### config.mk
export PLATFORM = sky130hd
export DESIGN_NAME = int32_to_int8_compressor
export DESIGN_NICKNAME = d
export VERILOG_FILES = /design/src/rtl/int32_to_int8_compressor.sv
export SDC_FILE = /design/constraint.sdc
export NUM_CORES = 1
export LEC_CHECK = 0
export CAP_MARGIN = 10
export CORE_MARGIN = 4
export CORE_UTILIZATION = 37
export DETAILED_ROUTE_END_ITERATION = 7
export PLACE_DENSITY = 0.58
export SYNTH_ARGS = -nofsm -noshare
export SYNTH_HDL_FRONTEND = slang
export SYNTH_SLANG_ARGS = --single-unit
export TNS_END_PERCENT = 100
### constraint.sdc
create_clock -name clk -period 11.4 [get_ports clk]
set_input_delay 2.28 -clock clk [delete_from_list [all_inputs] [get_ports clk]]
set_output_delay 2.28 -clock clk [all_outputs]
set_load 0.01 [all_outputs]
### src/rtl/int32_to_int8_compressor.sv
// Block-scaled int32 -> int8 weight compressor: buffers BLOCK_LEN words, picks one power-of-two
// shift per block, then streams rounded/saturated int8 words with a one-hot scale word.
module int32_to_int8_compressor #(
  parameter int BLOCK_LEN = 16
) (
  input  logic        clk,
  input  logic        rst_n,
  input  logic        in_valid,
  output logic        in_ready,
  input  logic [31:0] in_data,
  output logic        out_valid,
  input  logic        out_ready,
  output logic [7:0]  out_data,
  output logic [31:0] out_scale,
  output logic        out_last
);

  localparam int AW = $clog2(BLOCK_LEN);
  localparam logic [AW-1:0] LAST_IDX = AW'(BLOCK_LEN - 1);

  typedef enum logic [1:0] {COLLECT, SELECT, EMIT} state_t;

  state_t             state;
  logic [AW-1:0]      wr_cnt;
  logic [AW-1:0]      rd_cnt;
  logic [AW-1:0]      rd_nxt;
  logic signed [31:0] run_max;
  logic signed [31:0] run_min;
  logic signed [31:0] din;
  logic [4:0]         sh;
  logic [4:0]         sh_sel;
  logic               take;
  logic               give;
  logic signed [31:0] buffer [BLOCK_LEN];

  // Smallest shift in {0,1,2,4,8,16} that brings both extremes into int8 range.
  function automatic logic [4:0] pick_sh(input logic signed [31:0] mx, input logic signed [31:0] mn);
    logic [4:0] r;
    logic [4:0] c;
    r = 5'd16;
    for (int i = 4; i >= 0; i--) begin
      c = (i == 0) ? 5'd0 : 5'(1 << (i - 1));
      if ((mx >>> c) <= 32'sd127 && (mn >>> c) >= -32'sd128) r = c;
    end
    return r;
  endfunction

  // Round-half-up in 33 bits so x near INT32_MAX cannot wrap, then clamp to int8.
  function automatic logic [7:0] compress(input logic signed [31:0] x, input logic [4:0] s);
    logic signed [32:0] w;
    w = {x[31], x};
    if (s != 5'd0) w = (w + (33'sd1 <<< (s - 5'd1))) >>> s;
    if (w > 33'sd127) return 8'h7F;
    else if (w < -33'sd128) return 8'h80;
    else return w[7:0];
  endfunction

  assign din    = in_data;
  assign take   = in_valid && in_ready && (state == COLLECT);
  assign give   = out_valid && out_ready && (state == EMIT);
  assign sh_sel = pick_sh(run_max, run_min);
  assign rd_nxt = rd_cnt + AW'(1);

  always_ff @(posedge clk) begin
    if (take) buffer[wr_cnt] <= din;
  end

  always_ff @(posedge clk or negedge rst_n) begin
    if (!rst_n) begin
      state     <= COLLECT;
      wr_cnt    <= '0;
      rd_cnt    <= '0;
      run_max   <= '0;
      run_min   <= '0;
      sh        <= '0;
      in_ready  <= 1'b0;
      out_valid <= 1'b0;
      out_data  <= '0;
      out_scale <= 32'd1;
      out_last  <= 1'b0;
    end else begin
      case (state)
        COLLECT: begin
          in_ready <= 1'b1;
          if (take) begin
            if (wr_cnt == '0) begin
              run_max <= din;
              run_min <= din;
            end else begin
              if (din > run_max) run_max <= din;
              if (din < run_min) run_min <= din;
            end
            if (wr_cnt == LAST_IDX) begin
              wr_cnt   <= '0;
              in_ready <= 1'b0;
              state    <= SELECT;
            end else begin
              wr_cnt <= wr_cnt + AW'(1);
            end
          end
        end
        SELECT: begin
          sh        <= sh_sel;
          out_scale <= 32'd1 << sh_sel;
          out_data  <= compress(buffer[rd_cnt], sh_sel);
          out_last  <= 1'b0;
          out_valid <= 1'b1;
          state     <= EMIT;
        end
        EMIT: begin
          if (give) begin
            if (out_last) begin
              rd_cnt    <= '0;
              out_valid <= 1'b0;
              out_last  <= 1'b0;
              in_ready  <= 1'b1;
              state     <= COLLECT;
            end else begin
              rd_cnt   <= rd_nxt;
              out_data <= compress(buffer[rd_nxt], sh);
              out_last <= (rd_nxt == LAST_IDX);
            end
          end
        end
        default: state <= COLLECT;
      endcase
    end
  end

endmodule

==> results of run 1 <==
[registers in the layout, indices dropped and copies added, names as in the netlist]
register / flops
state: 2
run_min: 32
out_valid: 1
sh: 5
out_last: 1
out_scale: 32
run_max: 32
rd_cnt: 4
in_ready: 1
out_data: 8
wr_cnt: 4
buffer: 512
[worst reg2reg max path, delay by kind of cell (launching register included)]
| kind | cells | cell delay, ns |
|---|---|---|
| adders and majority gates | 2 | 1.07 |
| xor gates and xnor gates | 1 | 0.13 |
| muxes | 2 | 0.86 |
| DFF | 1 | 1.07 |
| AOI/OAI and AO/OA | 6 | 1.85 |
| buffers and inverters | 2 | 1.37 |
| and+or+nand+nor | 7 | 2.34 |
[metrics by stage]
stage                     total power, uW  hold slack [ns]  std cells  utilization [%]
after floorplan                      2645           0.4807       3199                -
after global placement               2733           0.4614       4536            39.41
after detailed placement             2734           0.4687       4536            39.41
after CTS                            4989           0.4830       4665            41.55
after global routing                 5112           0.4950       4665            41.55
final                                4950           0.4753       4665            41.55
[placed cells by master (no fill, tap or decap), types with 22 or more instances in the layout]
| cell | instances |
|---|---|
| clkdlybuf4s50_1 | 77 |
| xnor2_1 | 26 |
| nor2_1 | 220 |
| clkbuf_16 | 70 |
| nor4_1 | 25 |
| nor3_1 | 56 |
| nand2b_1 | 29 |
| a31oi_1 | 22 |
| o211ai_1 | 42 |
| buf_4 | 59 |
| nand2_1 | 206 |
| inv_1 | 102 |
| mux2_2 | 83 |
| nand3_1 | 78 |
| edfxtp_1 | 512 |
| and2_1 | 46 |
| o21ai_0 | 133 |
| a211oi_1 | 34 |
| xor2_1 | 22 |
| o21a_1 | 38 |
| ha_1 | 132 |
| mux2i_1 | 35 |
| dfrtp_1 | 116 |
| a21o_1 | 35 |
| mux4_2 | 322 |
| conb_1 | 26 |
| or3_1 | 25 |
| nand4_1 | 52 |
| a21oi_1 | 195 |
[final cells by class]
class	count	area [sq um]	share of cell area (%)
timing repair buffer	139	1265	2.848
clock inverter	35	394.1	0.8873
sequential	634	18440	41.51
clock buffer	94	1892	4.259
tap	1403	1755	3.952
inverter	108	405.4	0.9126
multi-input combinational	2252	20270	45.63
[layer usage]
| metal | GRT usage, % | vias up | wire length (microns) | share of wire [%] |
|---|---|---|---|---|
| met1 | 31.00 | 14990 | 52670 | 41 |
| met3 | 4.236 | 282 | 11650 | 9.0 |
| met5 | 0 | - | 0 | 0 |
| li1 | - | 12760 | - | - |
| met2 | 35.86 | 1528 | 59930 | 46 |
| met4 | 8.322 | 0 | 5045 | 3.9 |
[where the power goes]
group	switching, uW	leakage (uW)	internal [uW]
Sequential	0	0.00627	2500
Combinational	127	0.00783	59.4
Clock	944	0.00111	1320
[logic make-up (layout without fill, tap and decap cells)]
family          after synthesis  in the layout  share of synthesized area [%]
simple gates                847            847                          10.51
xor+xnor                     50             50                          1.101
fa+ha+maj                   135            135                          4.285
other cells                   1             26                       0.009429
flops                       634            634                          46.34
compound gates              753            753                          12.95
mux                         441            441                          21.50
buf+inv                     313            376                          3.303
[worst min-delay path by stage]
| stage | to | startpoint | cells after the start | slack (ns) |
|---|---|---|---|---|
| 5_1_grt | out_scale[30] | out_scale[30] | 1 | 0.50 |
| 3_3_place_gp | out_data[7] | out_data[7] | 2 | 0.46 |
| 2_1_floorplan | run_max[1] | run_max[1] | 1 | 0.48 |
| 4_1_cts | out_scale[1] | out_scale[1] | 2 | 0.48 |
| 6_report | out_scale[1] | out_scale[1] | 2 | 0.48 |
| 3_5_place_dp | out_data[7] | out_data[7] | 2 | 0.47 |
==> flow_metrics.env, run 1 <==
export IMPL_slew_headroom_pct=23.08
export IMPL_crit_path_end_kind="flop"
export IMPL_ctsResizeCount=0
export IMPL_wire_per_inst_microns=27.72
export IMPL_drt_iter0_drc=3538
export IMPL_cp_depth=20
export IMPL_synth_most_common_cell="edfxtp_1"
export IMPL_post_cts_buffers=0
export IMPL_crit_required_ns=11.90
export IMPL_setup_viol=0
export IMPL_arrival_ns=9.32
export IMPL_antenna_found_initial=1
export IMPL_tightest_slew_ns=1.151
export IMPL_yosysUniqueCellTypes=109
export IMPL_drive_above_1_share_pct=20.05
export IMPL_hold_viol=0
export IMPL_final_max_slew_viol_count=0
export IMPL_row_count=120
export IMPL_clock_latency_ns=0.63
export IMPL_synth_seq_cells=634
export IMPL_netlist_area_leader_share_pct=38.66
export IMPL_place_ws_ns=2.677
export IMPL_ios=79
export IMPL_syn_area_per_cell_sq_um=12.53
export IMPL_initial_core_util_pct=37.20
export IMPL_finalSetupTns_ns=0
export IMPL_place_congestion=0.9825
export IMPL_crit_end="out_data[4]"
export IMPL_power_density_nw_per_um2=111.4
export IMPL_drc=0
export IMPL_num_vias=29560
export IMPL_clock_sinks=634
export IMPL_die_area_sq_um=112800
export IMPL_clock_skew_ns=0.02975
export IMPL_crit_slowest_cell="dfrtp_4"
export IMPL_synth_common_cells="512 x edfxtp_1, 322 x mux4_2, 225 x nor2_1"
export IMPL_clockRootBuffer="clkbuf_16"
export IMPL_async_reset_ff_share_pct=19.24
export IMPL_reg2reg_from="rd_cnt[1]"
export IMPL_n_fill_cell=9909
export IMPL_clk_path_buf_depth=3
export IMPL_hpwlAfterDp_microns=87450
export IMPL_finalWorstSetupSlack_ns=2.584
export IMPL_power_leakage_uw=0.01521
export IMPL_fin_crit_sh_pct=77.33
export IMPL_nets=3376
export IMPL_tritoncts="yes"
export IMPL_cpPeakStageDelay_ns=1.07
export IMPL_ant_nets=0
export IMPL_rsz0062_at_grt="false"
export IMPL_reg2reg_depth=20
export IMPL_cp_num_buf_inv=2
export IMPL_critPathLaunch="rd_cnt[1]"
export IMPL_clk_pin_slew_ns=0.06
export IMPL_io_buffers=78
export IMPL_post_route_min_period_ns=8.816
export IMPL_grt_usage_pct=22.56
export IMPL_cts_buffers=70
export IMPL_worstPathMaxFanout=52
export IMPL_antennaDiodeCount=0
export IMPL_dpl_cell_area_sq_um=42130
export IMPL_r2r_slack_ns=2.58
export IMPL_ctsHoldBuffers=0
export IMPL_via_per_inst=6.336
export IMPL_finalInstanceArea_sq_um=44420
export IMPL_ys_top_cells_by_area="edfxtp_1 39%, mux4_2 18%, dfrtp_1 7.6%"
export IMPL_hold_path_class="flop to flop"
export IMPL_synth_area_leader_cell="edfxtp_1"
export IMPL_vdd_drop_max_uv=97.10
export IMPL_syn_to_final_growth_pct=11.69
export IMPL_fmax_ghz=0.1134
export IMPL_start_kind="flop"
export IMPL_crit_family="simple AND/OR/NAND/NOR gates"
export IMPL_fp_dieH_microns=335.9
export IMPL_grt_pass1_wl_microns=190600
export IMPL_grt_max_degree=137
export IMPL_netlist_instances=3174
export IMPL_cts_htree_levels=3
export IMPL_die_w_microns=335.9
export IMPL_drtPass1Iterations=6
export IMPL_critPathKind="flop to flop"
export IMPL_syn_area_sq_um=39770
export IMPL_synth_edf_count=512
export IMPL_synth_main_ff_cell="edfxtp_1"
export IMPL_yosysWarnings=0
export IMPL_first_global_vias=28710
export IMPL_outcome="finished clean"
export IMPL_cap_violations=0
export IMPL_routed_wl_microns=129300
export IMPL_ys_seq_area_share_pct=46.34
export IMPL_path_cells="buf_4, ha_1, xnor2_2, buf_4, mux4_2, ha_1, nand4_1, or2_2, and3_1, mux2i_1, nand4_1, nor4_1, a41oi_1, a221oi_1, nand3_1, a2111oi_0, nand4b_1, o32ai_2, o21a_1, o31ai_1"
export IMPL_reg2reg_to="out_data[4]"
export IMPL_overflow=0
export IMPL_core_sq_um=106900
No activity file was read; power rests on OpenSTA's default activity.
==> run 2, diff against run 1 <==
--- a/config.mk
+++ b/config.mk
@@ -9,7 +9,7 @@
 export CORE_MARGIN = 4
 export CORE_UTILIZATION = 37
 export DETAILED_ROUTE_END_ITERATION = 7
-export PLACE_DENSITY = 0.58
+export PLACE_DENSITY = 0.6
 export SYNTH_ARGS = -nofsm -noshare
 export SYNTH_HDL_FRONTEND = slang
 export SYNTH_SLANG_ARGS = --single-unit
==> constraint.sdc (replaced) <==
create_clock -name clk -period 7.9 [get_ports clk]
set_input_delay 1.58 -clock clk [delete_from_list [all_inputs] [get_ports clk]]
set_output_delay 1.58 -clock clk [all_outputs]
set_load 0.01 [all_outputs]
==> flow_metrics.env, run 2 (synthesis results as in run 1) <==
export IMPL_largest_reg_flops=512
export IMPL_fp_dieH_microns=335.9
export IMPL_drtPass1Iterations=6
export IMPL_wire_per_inst_microns=27.45
export IMPL_die_area_sq_um=112800
export IMPL_power_density_nw_per_um2=158.3
export IMPL_ant_nets=0
export IMPL_hpwlAfterDp_microns=89240
export IMPL_outcome="finished clean"
export IMPL_overflow=0
export IMPL_row_count=120
export IMPL_layout_commonest_cell="edfxtp_1"
export IMPL_cap_violations=0
export IMPL_start_kind="flop"
export IMPL_die_w_microns=335.9
export IMPL_final_cell_mix="512 x edfxtp_1, 322 x mux4_2, 220 x nor2_1"
export IMPL_hold_path_class="flop to flop"
export IMPL_ios=79
export IMPL_setup_viol=0
export IMPL_drive_above_1_share_pct=21.46
export IMPL_tightest_slew_ns=1.120
export IMPL_p_total_uw=7111
export IMPL_clock_sinks=634
export IMPL_critPathKind="flop to flop"
export IMPL_crit_path_end_kind="flop"
export IMPL_post_cts_buffers=0
export IMPL_tritoncts="yes"
export IMPL_syn_to_final_growth_pct=12.98
export IMPL_initial_core_util_pct=37.20
export IMPL_grt_pass1_wl_microns=191000
export IMPL_routed_wl_microns=129200
export IMPL_arrival_ns=8.07
export IMPL_clockRootBuffer="clkbuf_16"
export IMPL_cts_htree_levels=3
export IMPL_worstPathMaxFanout=7
export IMPL_nets=3424
export IMPL_regArea_sq_um=18440
export IMPL_instances_no_fill=4707
export IMPL_final_util_pct=42.03
export IMPL_core_sq_um=106900
export IMPL_place_congestion=1.029
export IMPL_vdd_drop_max_uv=159.3
export IMPL_grt_max_degree=79
export IMPL_io_buffers=78
export IMPL_final_max_slew_viol_count=0
export IMPL_clock_skew_ns=0.03367
export IMPL_clock_latency_ns=0.62
export IMPL_via_per_inst=6.324
export IMPL_num_vias=29770
export IMPL_crit_required_ns=8.35
export IMPL_n_fill_cell=9933
export IMPL_finalWorstSetupSlack_ns=0.2802
export IMPL_first_global_vias=29010
export IMPL_slew_headroom_pct=25.16
export IMPL_antennaDiodeCount=0
export IMPL_grt_usage_pct=22.49
export IMPL_dp_cells=4585
export IMPL_rsz0062_at_grt="false"
export IMPL_clk_path_buf_depth=3
export IMPL_fmax_ghz=0.1312
export IMPL_place_ws_ns=0.4329
export IMPL_cts_buffers=69
export IMPL_fin_crit_sh_pct=96.45
export IMPL_drc=0
export IMPL_regMostFlops="buffer"
export IMPL_finalSetupTns_ns=0
export IMPL_antenna_found_initial=4
export IMPL_post_route_min_period_ns=7.620
export IMPL_multi_input_area_sq_um=20350
export IMPL_clk_pin_slew_ns=0.06
export IMPL_drt_iter0_drc=3486
export IMPL_power_leakage_uw=0.01548
export IMPL_hold_viol=0
## run 2: cell count changes in the layout (fill, tap and decap cells not counted), sizes merged
cell	change
clkbuf	-9
clkinvlp	+1
bufinv	+1
buf	+49
## run 2: repair_timing
item,4_1_cts,5_1_grt
hold buffers,0,0
resized for setup,0,3
endpoints found under the setup margin,0,6
## run 2: per-layer routing
layer  vias to the layer above  wire, microns  share of wire, %  GRT usage (%)
met5                         -             13             0.010              0
met4                         2           5028               3.9          7.743
met3                       311          12000               9.3          3.965
met2                      1591          59870                46          36.18
met1                     15020          52320                40          30.90
li1                      12850              -                 -              -
## run 2: path summary, 6_finish.rpt
kind / start / endpoint / slack, ns / cells past startpoint
max: run_min[31] / out_data[0] / 0.28 / 21
min: out_data[7] / out_data[7] / 0.47 / 2
max reg2reg: run_min[31] / out_data[0] / 0.28 / 21
min reg2reg: out_data[7] / out_data[7] / 0.47 / 2
max in group asynchronous: rst_n / run_max[29] / 5.64 / 2
min in group asynchronous: rst_n / run_min[0] / 0.92 / 1
## run 2: metrics by stage
stage / hold WS (ns) / area, sq um
floorplan: 0.4807 / 40070
detailed placement: 0.4631 / 42660
CTS: 0.4754 / 44910
finish: 0.4669 / 44930
global route: 0.4889 / 44930
global placement: 0.4607 / 42660
## run 2: worst max-delay path, stage by stage (launching register included)
cell and delay, ns:
dfrtp_1 0.42, nand4_1 0.17, nor3_1 0.59, a41oi_1 0.53, o211ai_4 0.43, inv_2 0.12
ha_1 0.24, fa_1 0.44, a211oi_1 0.35, o211ai_1 0.24, a21oi_1 0.43, o21ai_0 0.31
a21oi_1 0.32, xor2_1 0.33, o21ai_0 0.19, a211oi_1 0.34, o211ai_1 0.19, or3_1 0.35
nor4_1 0.28, a41oi_1 0.51, a31oi_1 0.56, o31ai_1 0.10
## run 2: layout make-up
| type | count | area share, % |
|---|---|---|
| Sequential cell | 634 | 41.04 |
| Tap cell | 1403 | 3.907 |
| Clock buffer | 85 | 4.068 |
| Multi-Input combinational cell | 2252 | 45.28 |
| Clock inverter | 37 | 0.9356 |
| Inverter | 108 | 0.9022 |
| Timing Repair Buffer | 188 | 3.865 |
## run 2: where the power goes
group	internal, uW	switching [uW]	total [uW]
Combinational	87.4	184	271
Sequential	3610	0	3610
Clock	1890	1340	3230
Total	5590	1520	7110
==> patch, RTL diff (flow settings as in run 1) <==
The parameter `BLOCK_LEN` goes from 16 to 32.
--- a/src/rtl/int32_to_int8_compressor.sv
+++ b/src/rtl/int32_to_int8_compressor.sv
@@ -2,5 +2,5 @@
 // shift per block, then streams rounded/saturated int8 words with a one-hot scale word.
 module int32_to_int8_compressor #(
-  parameter int BLOCK_LEN = 16
+  parameter int BLOCK_LEN = 32
 ) (
   input  logic        clk,
Behaviour: same outputs for any inputs over 4 cycles, from zero or initial values and one cycle with rst_n low; that may be too few to reach the edited logic, so the function may still have changed.
==> patch against run 1 <==
- wire length rose by 65%
- synthesized cell count rose by 29%
- critical endpoint is now out_data[6]
- worst setup slack got worse by 1.2 ns
- critical path depth rose by 3
- clock power rose by 73%
- synthesized area rose by 59%
- total power rose to 4.7 times the old value
- first-iteration DRC count rose by 58%
- final area rose by 59%
- count of clock-buffer cells in the layout rose by 45
- largest cell class is now sequential cells
- sequential cell count rose by 514
==> patch: results (changes against run 1) <==
Switching pwr - 10.5 mW (+880%)
Status - finished clean
CP max stage delay - 0.96 ns (-0.11 ns)
Initial drt markers - 5607 (+58%)
Max IR drop VDD - 0.300 mV (+210%)
ANT cells - 0 (unchanged)
Yosys cell types - 95 (-13%)
CTS Buf Count - 117 (+67%)
Post-synth EDFFs - 1024 (+100%)
Critical path peak fanout - 49 (-5.8%)
Top cells by area, synth - edfxtp_1, mux4_2, dfrtp_1
First-pass GRT wire length - 304 mm (+59%)
GRT Total Usage - 0.235 (+0.00963)
Asr flop ratio synth - 0.108 (-0.0844)
Share of the yosys chip area belonging to registers - 0.536 (+0.0729)
Reg2Reg Depth - 23 (+15%)
Number of global-route vias before repair - 40400 (+41%)
Initial antenna violation count - 6 (+5)
Placed cell count - 6254 (+38%)
Synth top cells by count - edfxtp_1, mux4_2, nor2_1
Share of layout cells above drive strength 1 - 0.274 (+0.0733)
GPL Wtd Cong - 0.951 (-3.2%)
Via-to-Cell Ratio - 6.49 (+2.4%)
Drt total wl - 214 mm (+65%)
Detail Placement HPWL - 130 mm (+49%)
Syn Inst Count - 4079 (+29%)
Register-to-register setup slack - 1.41 ns (-1.18 ns)
Leak - 23.4 nW (+54%)
Slowest stage cell, crit path - dfrtp_4
Max reg flops - 1024 (+100%)
Nets - 4328 (+28%)
R2r startpoint - rd_cnt[0]
Largest net degree at the start of global routing - 119 (-13%)
Relative slew slack - 0.155 (-0.0762)
Clock Skews - 0.0624 ns (+0.0326 ns)
[patch: power by group through the flow]
stage / registers [mW] / clock network, mW / logic, mW
4_1_cts: 5.04 / 3.98 / 14.1
6_report: 5.04 / 3.91 / 14.3
3_5_place_dp: 5.12 / 0 / 14.0
2_1_floorplan: 4.93 / 0 / 9.82
3_3_place_gp: 5.12 / 0 / 14.0
5_1_grt: 5.06 / 4.15 / 15.2
[patch: area by class of cell]
class / count / share of cell area
Clock buffer: 139 / 0.0432
Multi-Input combinational cell: 2566 / 0.395
Timing Repair Buffer: 210 / 0.0260
Sequential cell: 1148 / 0.479
Inverter: 113 / 0.00599
Clock inverter: 76 / 0.0116
Tap cell: 2218 / 0.0392
[patch: worst min-delay path by stage]
stage | end | cells after the start | startpoint
5_1_grt | out_scale[14] | 1 | out_scale[14]
4_1_cts | out_scale[1] | 2 | out_scale[1]
2_1_floorplan | run_max[1] | 1 | run_max[1]
6_report | out_scale[1] | 2 | out_scale[1]
3_5_place_dp | out_scale[29] | 1 | out_scale[29]
3_3_place_gp | out_scale[17] | 1 | out_scale[17]
[patch: metrics by stage]
stage,hold slack (ns),setup WS (ns),utilization
3_5_place_dp,0.470,1.68,0.395
2_1_floorplan,0.479,1.17,-
5_1_grt,0.496,1.02,0.418
3_3_place_gp,0.468,1.75,0.395
4_1_cts,0.486,1.61,0.418
6_report,0.481,1.41,0.418
[patch: tightest hold or removal path, cell delays in order (launching register included)]
cell     delay, ns
dfrtp_1       0.34
nand2_1       0.05
o21ai_0       0.06
[patch: layer usage]
layer,track usage,up-vias,part of all wire
met4,0.0809,8,0.040
li1,-,17100,-
met5,0,-,0.00025
met1,0.322,22000,0.39
met2,0.367,2452,0.46
met3,0.0592,410,0.11
[patch: logic make-up (layout without fill, tap and decap cells)]
| logic type | count (synthesis) | in the layout | synth area share |
|---|---|---|---|
| buf+inv | 390 | 538 | 0.0269 |
| xor+xnor | 45 | 45 | 0.00648 |
| simple gates | 825 | 825 | 0.0630 |
| fa+ha+maj | 136 | 136 | 0.0272 |
| flops | 1148 | 1148 | 0.536 |
| compound gates | 704 | 704 | 0.0770 |
| other cells | 1 | 26 | 0.0000594 |
| mux | 830 | 830 | 0.263 |
